## config.mk

```make
export PLATFORM = sky130hd
export DESIGN_NAME = irq_gateway
export DESIGN_NICKNAME = d
export VERILOG_FILES = /design/src/rtl/irq_gateway_pkg.sv /design/src/rtl/irq_sync_edge.sv /design/src/rtl/irq_gateway.sv
export SDC_FILE = /design/constraint.sdc
export NUM_CORES = 1
export LEC_CHECK = 0
export ABC_AREA = 0
export CORE_MARGIN = 5
export CORE_UTILIZATION = 35
export CTS_CLUSTER_DIAMETER = 40
export CTS_CLUSTER_SIZE = 12
export DETAILED_ROUTE_END_ITERATION = 8
export DONT_BUFFER_PORTS = 1
export PLACE_DENSITY = 0.53
export SYNTH_ARGS = -nofsm -noshare
export SYNTH_HDL_FRONTEND = slang
export SYNTH_SLANG_ARGS = --single-unit
```

## constraint.sdc

```tcl
create_clock -name i_CLK -period 1.8 [get_ports i_CLK]
set_input_delay 0.27 -clock i_CLK [delete_from_list [all_inputs] [get_ports i_CLK]]
set_output_delay 0.27 -clock i_CLK [all_outputs]
set_load 0.1 [all_outputs]
```

## src/rtl/irq_gateway_pkg.sv

```systemverilog
// Shared definitions for the interrupt gateway: register offsets,
// per-source state encoding and the CLAIM "no interrupt" value.
package irq_gateway_pkg;

    localparam int ID_W = 5;

    localparam logic [3:0] OFF_PENDING  = 4'h0;
    localparam logic [3:0] OFF_TRIGGER  = 4'h4;
    localparam logic [3:0] OFF_CLAIM    = 4'h8;
    localparam logic [3:0] OFF_COMPLETE = 4'hC;

    localparam logic [ID_W-1:0] CLAIM_NONE = '0;

    typedef enum logic [1:0] {
        SRC_IDLE  = 2'd0,
        SRC_PEND  = 2'd1,
        SRC_INSVC = 2'd2
    } src_state_e;

    // A source's state is fully described by its pending and in-service bits.
    function automatic src_state_e src_state(input logic pend, input logic insvc);
        if (insvc) return SRC_INSVC;
        if (pend) return SRC_PEND;
        return SRC_IDLE;
    endfunction

endpackage

```

## src/rtl/irq_sync_edge.sv

```systemverilog
// Per-source input conditioning: optional two-flop synchronizer
// (enabled by IRQ_SYNC_EN) followed by a rising-edge detector.
module irq_sync_edge (
    input  logic clk,
    input  logic rst_n,
    input  logic src,
    output logic level,
    output logic rise
);

`ifdef IRQ_SYNC_EN
    logic [1:0] sync;

    always_ff @(posedge clk) begin
        if (!rst_n) begin
            sync <= '0;
        end else begin
            sync <= {sync[0], src};
        end
    end

    assign level = sync[1];
`else
    assign level = src;
`endif

    logic prev;

    always_ff @(posedge clk) begin
        if (!rst_n) begin
            prev <= 1'b0;
        end else begin
            prev <= level;
        end
    end

    assign rise = level & ~prev;

endmodule

```

## src/rtl/irq_gateway.sv

```systemverilog
// Interrupt gateway: edge/level capture, claim/complete handshake and
// registered MEI outputs. Define IRQ_SYNC_EN to synchronize raw inputs.
module irq_gateway
    import irq_gateway_pkg::*;
#(
    parameter int N_SRC = 6
) (
    input  logic             i_CLK,
    input  logic             i_RSTn,
    input  logic [N_SRC-1:0] i_IRQ_SRC,
    input  logic             i_BUS_EN,
    input  logic             i_BUS_WE,
    input  logic [3:0]       i_BUS_ADDR,
    input  logic [31:0]      i_BUS_WDATA,
    output logic [31:0]      o_BUS_RDATA,
    output logic             o_BUS_ACK,
    output logic [N_SRC-1:0] o_MEI
);

    logic [N_SRC-1:0] lvl;
    logic [N_SRC-1:0] rise;

    for (genvar g = 0; g < N_SRC; g++) begin : g_src
        irq_sync_edge u_sync (
            .clk   (i_CLK),
            .rst_n (i_RSTn),
            .src   (i_IRQ_SRC[g]),
            .level (lvl[g]),
            .rise  (rise[g])
        );
    end

    logic [N_SRC-1:0] pending;
    logic [N_SRC-1:0] in_service;
    logic [N_SRC-1:0] trigger;

    logic [3:0]       off;
    logic             rd;
    logic             wr;
    logic             do_claim;
    logic             do_w1c;
    logic             do_trig;
    logic             do_cmp;
    logic [N_SRC-1:0] cand;
    logic [N_SRC-1:0] claim_oh;
    logic [ID_W-1:0]  claim_id;
    logic [N_SRC-1:0] cmp_oh;
    logic [N_SRC-1:0] set_vec;
    logic [N_SRC-1:0] pend_nxt;
    logic [N_SRC-1:0] insvc_nxt;
    logic [31:0]      rd_val;

    assign off      = i_BUS_ADDR & 4'hC;
    assign rd       = i_BUS_EN & ~i_BUS_WE;
    assign wr       = i_BUS_EN & i_BUS_WE;
    assign do_claim = rd && (off == OFF_CLAIM);
    assign do_w1c   = wr && (off == OFF_PENDING);
    assign do_trig  = wr && (off == OFF_TRIGGER);
    assign do_cmp   = wr && (off == OFF_COMPLETE);
    assign cand     = pending & ~in_service;

    // Scan downwards so the lowest eligible id is the one that sticks.
    always_comb begin
        claim_oh = '0;
        claim_id = CLAIM_NONE;
        for (int i = N_SRC - 1; i >= 0; i--) begin
            if (cand[i]) begin
                claim_oh    = '0;
                claim_oh[i] = 1'b1;
                claim_id    = ID_W'(i + 1);
            end
        end
    end

    always_comb begin
        cmp_oh  = '0;
        set_vec = '0;
        for (int i = 0; i < N_SRC; i++) begin
            cmp_oh[i]  = do_cmp && (i_BUS_WDATA == 32'(i + 1));
            set_vec[i] = trigger[i] ? rise[i] : lvl[i];
        end
    end

    // Clears are applied first so a coincident set always wins.
    always_comb begin
        pend_nxt = pending;
        if (do_claim) pend_nxt = pend_nxt & ~claim_oh;
        if (do_w1c) pend_nxt = pend_nxt & ~(i_BUS_WDATA[N_SRC-1:0] & trigger);
        pend_nxt = pend_nxt | set_vec;

        insvc_nxt = in_service;
        if (do_claim) insvc_nxt = insvc_nxt | claim_oh;
        insvc_nxt = insvc_nxt & ~cmp_oh;
    end

    always_comb begin
        rd_val = '0;
        case (off)
            OFF_PENDING: rd_val = 32'(pending);
            OFF_TRIGGER: rd_val = 32'(trigger);
            OFF_CLAIM:   rd_val = 32'(claim_id);
            default:     rd_val = '0;
        endcase
    end

    always_ff @(posedge i_CLK) begin
        if (!i_RSTn) begin
            pending     <= '0;
            in_service  <= '0;
            trigger     <= '0;
            o_MEI       <= '0;
            o_BUS_ACK   <= 1'b0;
            o_BUS_RDATA <= '0;
        end else begin
            pending     <= pend_nxt;
            in_service  <= insvc_nxt;
            if (do_trig) trigger <= i_BUS_WDATA[N_SRC-1:0];
            o_MEI       <= pending & ~in_service;
            o_BUS_ACK   <= i_BUS_EN;
            o_BUS_RDATA <= rd ? rd_val : '0;
        end
    end

endmodule

```

### Yosys cells after proc, flatten, opt, wreduce, memory -nomap -nowiden

Cells that the tools add are included.

* equality and inequality tests: 9
* mux-type cells: 22
* bitwise gates (word level): 26
* reductions and logical operators: 12

Operators by type and width (number)
* equality test 32 x 3 -> 1 bit, second input constant: 3
* equality test 32 x 2 -> 1 bit, second input constant: 2
* 2-to-1 mux 6 bit: 9
* equality test 32 x 1 -> 1 bit, second input constant: 1
* bitwise AND 6 bit: 5
* 2-to-1 mux 5 bit: 5
* inverter 6 bit: 4
* case mux 6 bit (3 select lines): 1
* bitwise OR 6 bit: 2
* logical AND 1 bit: 10
* bitwise AND 1 bit: 8
* inverter 1 bit: 7
* 2-to-1 mux 1 bit: 6
* equality test 2 bit, second input constant: 2
* logical NOT 4 bit: 1
* 2-to-1 mux 3 bit: 1
* equality test 2 x 1 -> 1 bit, second input constant: 1
* AND reduction 2 bit: 1

* flip-flop bits (word level): 63
* output and inout port bits: 39
* word-level logic and storage cells: 81

### Logic depth before layout (Yosys ltp)

Gate-level depths: netlist (run 1).

* depth in word-level cells: 14
* depth in mapped cells: 6

### Modules after synthesis

A second synthesis (run 1) with hierarchy kept.

* cell total of the unflattened synthesis: 209
* area, all modules: 1954.4 µm²

Modules (own cells, without submodules)
* irq_gateway: instances 1, cells an instance 185, area an instance 1669.1 µm², seq. area each 620.6 µm²
* irq_sync_edge: instances 6, cells an instance 4, area an instance 47.5 µm², seq. area each 20.0 µm²

### Worst setup path before layout (run 1)

OpenSTA, ideal clock, no wires.

* path type: in2reg
* start point: input port i_BUS_WE
* end point: register pending[4]
* setup time: 117 ps
* arrival: 1228 ps
* required time: 1683 ps
* setup slack: 455 ps
* stages: 5
* cells stage by stage: nand4bb_1 -> buf_4 -> nor4_4 -> nand2_1 -> a22o_1

* longest elaborated chain between the ends: 7
* elaborated cells on any way between the ends: 9
* those cells by class: mux (2); bitwise (5); reduce/logical (2)

Ends and longest elaborated chain
* start, declared: RTL line irq_gateway.sv:12 `input logic i_BUS_WE,`
* inverter 1 bit: RTL line irq_gateway.sv:54 `assign rd = i_BUS_EN & ~i_BUS_WE;`
* bitwise AND 1 bit: RTL line irq_gateway.sv:54
* logical AND 1 bit: RTL line irq_gateway.sv:56 `assign do_claim = rd && (off == OFF_CLAIM);`
* 2-to-1 mux 6 bit: RTL line irq_gateway.sv:87 `if (do_claim) pend_nxt = pend_nxt & ~claim_oh;`
* bitwise AND 6 bit: RTL line irq_gateway.sv:88 `if (do_w1c) pend_nxt = pend_nxt & ~(i_BUS_WDATA[N_SRC-1:0] & trigger);`
* 2-to-1 mux 6 bit (*): RTL line irq_gateway.sv:88
* bitwise OR 6 bit (*): RTL line irq_gateway.sv:89 `pend_nxt = pend_nxt | set_vec;`
* end signal, assigned: RTL line irq_gateway.sv:115 `pending <= pend_nxt;`
* end, declared: RTL line irq_gateway.sv:33 `logic [N_SRC-1:0] pending;`

Every way passes the cells marked *; elsewhere a longest branch is shown, timed or not.
A chain may end at the register's enable or synchronous reset.

### Worst setup path after layout (run 1)

* start point: register pending[0]
* end point: register pending[1]

* longest elaborated chain between the ends: 8

Ends and longest elaborated chain
* bitwise AND 6 bit (*): RTL line irq_gateway.sv:60 `assign cand = pending & ~in_service;`
* 2-to-1 mux 6 bit (*): RTL line irq_gateway.sv:67 `if (cand[i]) begin`
* inverter 6 bit (*): RTL line irq_gateway.sv:87
* bitwise AND 6 bit (*): RTL line irq_gateway.sv:87
* 2-to-1 mux 6 bit (*): RTL line irq_gateway.sv:87
* bitwise AND 6 bit: RTL line irq_gateway.sv:88
* 2-to-1 mux 6 bit (*): RTL line irq_gateway.sv:88
* bitwise OR 6 bit (*): RTL line irq_gateway.sv:89

Marked as above.

==> qor.yml, run 1 <==
status: "completed"
routed_wl_mm: 3.92
sw_frac_of_total: 0.362
start_util: 0.358
gr-usage-all-layers: 0.122
min_period_ns: 1.44
final_area_um2: 1970
yosys_warnings: 0
synth_area_um2: 1820
hold_path.class: "in -> reg"
crit_fanout: 7
slew_violations: 0
hold_viol: 0
post-cts-setup-buffers: 0
p_seq_frac: 0.452
async_flop_share: 0
yosysUniqueCellTypes: 40
clkSinkCount: 37
htree_levels: 2
drt_pass1_iterations: 4
dp.cells: 285
cp.arrival_ns: 1.68
cts-resized-gates: 0
synth_edf_count: 0
area_growth_pct: 8.05
pre_cts_ws_ns: 0.234
ys.flop_type: "dfxtp_1"
wl_per_cell_um: 13.4
ir_drop_uv: 296
cap_viol_max_count: 0
vias: 1358
nFillCells: 545
setup_ws_ns: 0.361
tritoncts: "built"
stdcell_count: 292
dieWidth_um: 82.1
ctsHoldBuffers: 0
syn_inst: 208
pin_count: 85
leakage_uw: 0.000846
nets: 268
power.internal_uw: 1240
grt_pass1_vias: 1268
drive_gt1_frac: 0.140
cp.required_ns: 2.04
syn_avg_cell_area_um2: 8.75
die_area_um2: 6740
clkTransAtPathRegs_ns: 0.07
gp_congestion: 0.763
fin_crit_sh: 0.799
core_area_um2: 5070
insertion_delay_ns: 0.29
clock-skew-final_ns: 0.00214
die_h_um: 82.1
clk_path_buf_depth: 2
numCtsBuffers: 5
rsz0062_at_grt: "false"
dpl.hpwl_mm: 3.00
grt-ovfl-total: 0
fmax_ghz: 0.695
route.antenna.remaining_nets: 0
num_antenna_cells: 0
ys_seq_elements: 37
post-route-drc-count: 0
setup_viol: 0
seq_area_frac_synth: 0.407
combPwrFrac: 0.251
path_class: "reg -> reg"
rows: 26
grt_first_pass_wirelength_mm: 6.08
root_buffer: "clkbuf_8"
pwr-share-clk: 0.297
tns_ns: 0
utilization: 0.387
relSlewSlack: 0.616
tightest_slew_ns: 0.576
p_sw_uw: 703
placed_area_um2: 1880
start_kind: "flop"
critPathCaptureType: "flop"
grt_max_degree: 20
portBuffers: 0
first_iter_violations: 89
power.density_nw_per_um2: 988
avgViaCountPerCell: 4.65
antenna_found_initial: 0
[per-stage QoR]
stage	total power [uW]	hold WS, ns
final	1940	0.111
after CTS	1960	0.0994
after detailed placement	1380	0.401
after global routing	2010	0.109
after floorplan	1400	0.396
after global placement	1380	0.399
[sequential cells by signal (all words and copies together) (netlist names)]
| name | count |
|---|---|
| o_BUS_ACK | 1 |
| pending | 6 |
| g_src.u_sync.prev | 6 |
| trigger | 6 |
| o_MEI | 6 |
| in_service | 6 |
| o_BUS_RDATA | 6 |
[layout by cell type (no fill, tap or decap), types with 2 or more instances in the layout]
| master | count |
|---|---|
| clkbuf_8 | 6 |
| or3_1 | 2 |
| nand2_1 | 15 |
| nor4_1 | 12 |
| nor3b_1 | 3 |
| conb_1 | 26 |
| a22o_1 | 3 |
| o31ai_1 | 2 |
| nor3_1 | 8 |
| inv_1 | 5 |
| or2_2 | 3 |
| nand2b_1 | 6 |
| nand4_1 | 4 |
| mux2i_1 | 12 |
| a311oi_1 | 2 |
| nor2_1 | 21 |
| o21ai_0 | 2 |
| nor2b_1 | 2 |
| a21oi_1 | 8 |
| dfxtp_1 | 37 |
| buf_4 | 16 |
| and2_1 | 7 |
| a31oi_1 | 4 |
[layout make-up]
cell class	count	area (um2)	area share
Tap cell	70	87.6	0.0446
Timing Repair Buffer	16	120	0.0611
Inverter	5	18.8	0.00955
Clock buffer	7	86.3	0.0439
Sequential cell	37	741	0.377
Multi-Input combinational cell	157	912	0.464
[power by group through the flow]
stage               clock network, uW  registers [uW]  logic [uW]
floorplan                           0             989         408
global placement                    0             896         487
detailed placement                  0             897         488
CTS                               594             877         489
global route                      620             883         509
finish                            577             877         488
[worst max-delay path, cell delays in order, from the launching register on]
cell and delay (ns):
dfxtp_1 0.38, nor2b_1 0.51, nor3_1 0.11, a311oi_1 0.25
or2_2 0.14
[metal layers]
metal	up-vias	share of wire	track usage
met5	-	0	0
met4	0	0.018	0.0548
met3	7	0.11	0.0347
li1	701	-	-
met1	588	0.41	0.145
met2	62	0.46	0.204
[cells in the mapped netlist, drive strengths merged, types with 4 or more instances]
master  count  area (um2)
nor2       21        78.8
mux2i      12         120
nor3        9        50.1
nand4       4        25.0
inv         5        18.8
and2        7        43.8
buf        30         223
clkbuf      4        18.8
dfxtp      37         741
a21oi       8        40.0
nor4       13        96.3
nand2b      6        37.5
a31oi       4        25.0
nand2      15        56.3
[cells by family (layout without fill, tap and decap cells)]
kind of cell           Yosys count  in the layout  synth area share
AOI/OAI and AO/OA               26             26            0.0970
buffers and inverters           39             28             0.143
DFF                             37             37             0.407
muxes                           12             12            0.0660
other                            1             26           0.00206
and+or+nand+nor                 93             93             0.285
[path summary, 6_finish.rpt]
| kind | startpoint | end | slack [ns] | cells past startpoint |
|---|---|---|---|---|
| hold reg to reg | in_service[2] | o_MEI[2] | 0.47 | 1 |
| setup / recovery | pending[0] | pending[1] | 0.36 | 4 |
| hold / removal | i_RSTn | o_MEI[3] | 0.11 | 1 |
| setup reg to reg | pending[0] | pending[1] | 0.36 | 4 |
(Power assumes the default switching activity.)
==> run 2, diff against run 1 <==
--- a/config.mk
+++ b/config.mk
@@ -12,7 +12,7 @@
 export CTS_CLUSTER_SIZE = 12
 export DETAILED_ROUTE_END_ITERATION = 8
 export DONT_BUFFER_PORTS = 1
-export PLACE_DENSITY = 0.53
+export PLACE_DENSITY = 0.55
 export SYNTH_ARGS = -nofsm -noshare
 export SYNTH_HDL_FRONTEND = slang
 export SYNTH_SLANG_ARGS = --single-unit
==> constraint.sdc (replaced) <==
create_clock -name i_CLK -period 1.15 [get_ports i_CLK]
set_input_delay 0.1725 -clock i_CLK [delete_from_list [all_inputs] [get_ports i_CLK]]
set_output_delay 0.1725 -clock i_CLK [all_outputs]
set_load 0.1 [all_outputs]
==> run 2 against run 1 <==
The flow now finishes with violations (setup timing). Cell count grew 8.9%. Maximum frequency is 15% higher. Clock skew rose by 0.0070 ns. Clock power grew 63%. Critical path depth increased by 1. Critical path type unchanged. Largest power group unchanged.
==> qor.yml, run 2 (synthesized netlist as in run 1, its figures left out) <==
pre_cts_ws_ns: -0.342  # was 0.234 ns
routed_wl_mm: 4.52  # was 3.92 mm
pin_count: 85  # unchanged
area_growth_pct: 36.7  # was 8.05%
nets: 293  # was 268
fin_crit_sh: 1.08  # was 0.799
core_area_um2: 5070  # unchanged
clk_path_buf_depth: 2  # unchanged
power_uw: 3280  # was 1940 uW
route.antenna.remaining_nets: 0  # unchanged
die_area_um2: 6740  # unchanged
worst_hold_path.num_cells: 2  # was 1
insertion_delay_ns: 0.29  # about the same
tns_ns: -0.381  # was 0 ns
vias: 1484  # was 1358
path_class: "reg -> reg"  # unchanged
hold_path.class: "in -> reg"  # unchanged
hold_viol: 0  # unchanged
grt_max_degree: 19  # was 20
start_util: 0.358  # unchanged
grt_pass1_vias: 1506  # was 1268
slew_violations: 0  # unchanged
post-route-drc-count: 0  # unchanged
rsz0062_at_grt: "true"  # was false
layout_common_cells: "dfxtp_1, conb_1, buf_4"  # was dfxtp_1, conb_1, nor2_1
min_delay_worst_endpoint: "in_service[1]"  # was o_MEI[3]
setup_viol: 7  # was 0
cp.required_ns: 1.34  # was 2.04 ns
start_kind: "flop"  # unchanged
leakage_uw: 0.00105  # was 0.000846 uW
reg2reg_to: "pending[5]"  # was pending[1]
gp_congestion: 0.786  # was 0.763
gr-usage-all-layers: 0.142  # was 0.122
power.internal_uw: 2090  # was 1240 uW
drt_pass1_iterations: 4  # unchanged
sw_frac_of_total: 0.362  # about the same
first_iter_violations: 52  # was 89
grt_first_pass_wirelength_mm: 7.12  # was 6.08 mm
rows: 26  # unchanged
wl_per_cell_um: 14.2  # was 13.4 um
mostFrequentLayoutCell: "dfxtp_1"  # unchanged
num_antenna_cells: 0  # unchanged
htree_levels: 2  # unchanged
cpPeakStageDelay_ns: 0.33  # was 0.51 ns
clkTransAtPathRegs_ns: 0.08  # was 0.07 ns
antenna_found_initial: 0  # unchanged
fmax_ghz: 0.802  # was 0.695 GHz
root_buffer: "clkbuf_8"  # unchanged
clock-skew-final_ns: 0.00913  # was 0.00214 ns
p_sw_uw: 1190  # was 703 uW
setup_ws_ns: -0.0975  # was 0.361 ns
r2r-start: "pending[1]"  # was pending[0]
grt-ovfl-total: 0  # unchanged
dpl.hpwl_mm: 3.34  # was 3.00 mm
numCtsBuffers: 5  # unchanged
drive_gt1_frac: 0.315  # was 0.140
path_cells: "nor2b_4 -> nor4_4 -> buf_4 -> nand2_1 -> a22o_1"  # was nor2b_1 -> nor3_1 -> a311oi_1 -> or2_2
cp.arrival_ns: 1.44  # was 1.68 ns
die_h_um: 82.1  # unchanged
power.density_nw_per_um2: 1320  # was 988 nW/um2
critPathCaptureType: "flop"  # unchanged
min_period_ns: 1.25  # was 1.44 ns
ff_latch_area_um2: 747  # was 741 um2
r2r_cells: 5  # was 4
status: "complete, but fails checks"  # was completed
min_from: "i_BUS_WDATA[0]"  # was i_RSTn
avgViaCountPerCell: 4.67  # was 4.65
dieWidth_um: 82.1  # unchanged
slowest_stage: "dfxtp_2"  # was nor2b_1
multi_input_area_um2: 1050  # was 912 um2
tritoncts: "built"  # unchanged
r2r_setup_slack_ns: -0.1  # was 0.36 ns
hold-worst-slack_ns: 0.0103  # was 0.111 ns
combPwrFrac: 0.291  # was 0.251
ir_drop_uv: 513  # was 296 uV
pwr-share-clk: 0.288  # was 0.297
nFillCells: 494  # was 545
portBuffers: 0  # unchanged
violations: "setup timing"
final_area_um2: 2490  # was 1970 um2
cap_viol_max_count: 0  # unchanged
placed_area_um2: 2260  # was 1880 um2
p_seq_frac: 0.421  # was 0.452
crit_fanout: 6  # was 7
clkSinkCount: 37  # unchanged
## run 2: layer usage
| layer | vias to the layer above | part of all wire | GRT usage |
|---|---|---|---|
| li1 | 755 | - | - |
| met1 | 664 | 0.42 | 0.168 |
| met2 | 60 | 0.49 | 0.230 |
| met3 | 5 | 0.076 | 0.0412 |
| met4 | 0 | 0.017 | 0.0764 |
| met5 | - | 0 | 0 |
## run 2: worst max-delay path, delay by kind of cell, from the launching register on
kind	cells	cell delay (ns)
simple gates	3	0.42
flops	1	0.33
compound gates	1	0.21
buf+inv	1	0.18
## run 2: power groups by stage
stage | Sequential, uW | Clock [uW] | Combinational [uW]
3_5_place_dp | 1410 | 0 | 895
3_3_place_gp | 1400 | 0 | 892
2_1_floorplan | 1550 | 0 | 649
6_report | 1380 | 943 | 954
5_1_grt | 1390 | 1050 | 995
4_1_cts | 1380 | 973 | 914
## run 2: repair_timing
action,in CTS,in global routing
endpoints found under the setup margin,14,12
endpoints found under the hold margin,2,0
pin swaps,6,2
setup buffers,3,3
hold buffers,1,0
gates resized for setup,11,10
## run 2: worst max-delay path by stage
stage | cells after the start | end | slack (ns) | startpoint
3_3_place_gp | 4 | pending[5] | -0.30 | i_BUS_WE
4_1_cts | 5 | pending[5] | -0.08 | pending[1]
3_5_place_dp | 4 | pending[5] | -0.34 | i_BUS_WE
5_1_grt | 5 | pending[5] | -0.17 | in_service[2]
2_1_floorplan | 5 | pending[4] | -0.17 | pending[0]
6_report | 5 | pending[5] | -0.1 | pending[1]
## run 2: metrics by stage
| stage | instances | utilization |
|---|---|---|
| 2_1_floorplan | 233 | - |
| 3_3_place_gp | 304 | 0.445 |
| 3_5_place_dp | 304 | 0.445 |
| 4_1_cts | 315 | 0.477 |
| 5_1_grt | 318 | 0.490 |
| 6_report | 318 | 0.490 |
## run 2: area by class of cell
| type | instances | area share |
|---|---|---|
| multi-input combinational | 157 | 0.423 |
| sequential | 37 | 0.300 |
| timing repair buffer | 41 | 0.195 |
| tap | 70 | 0.0352 |
| clock buffer | 6 | 0.0332 |
| inverter | 5 | 0.00755 |
| clock inverter | 2 | 0.00554 |
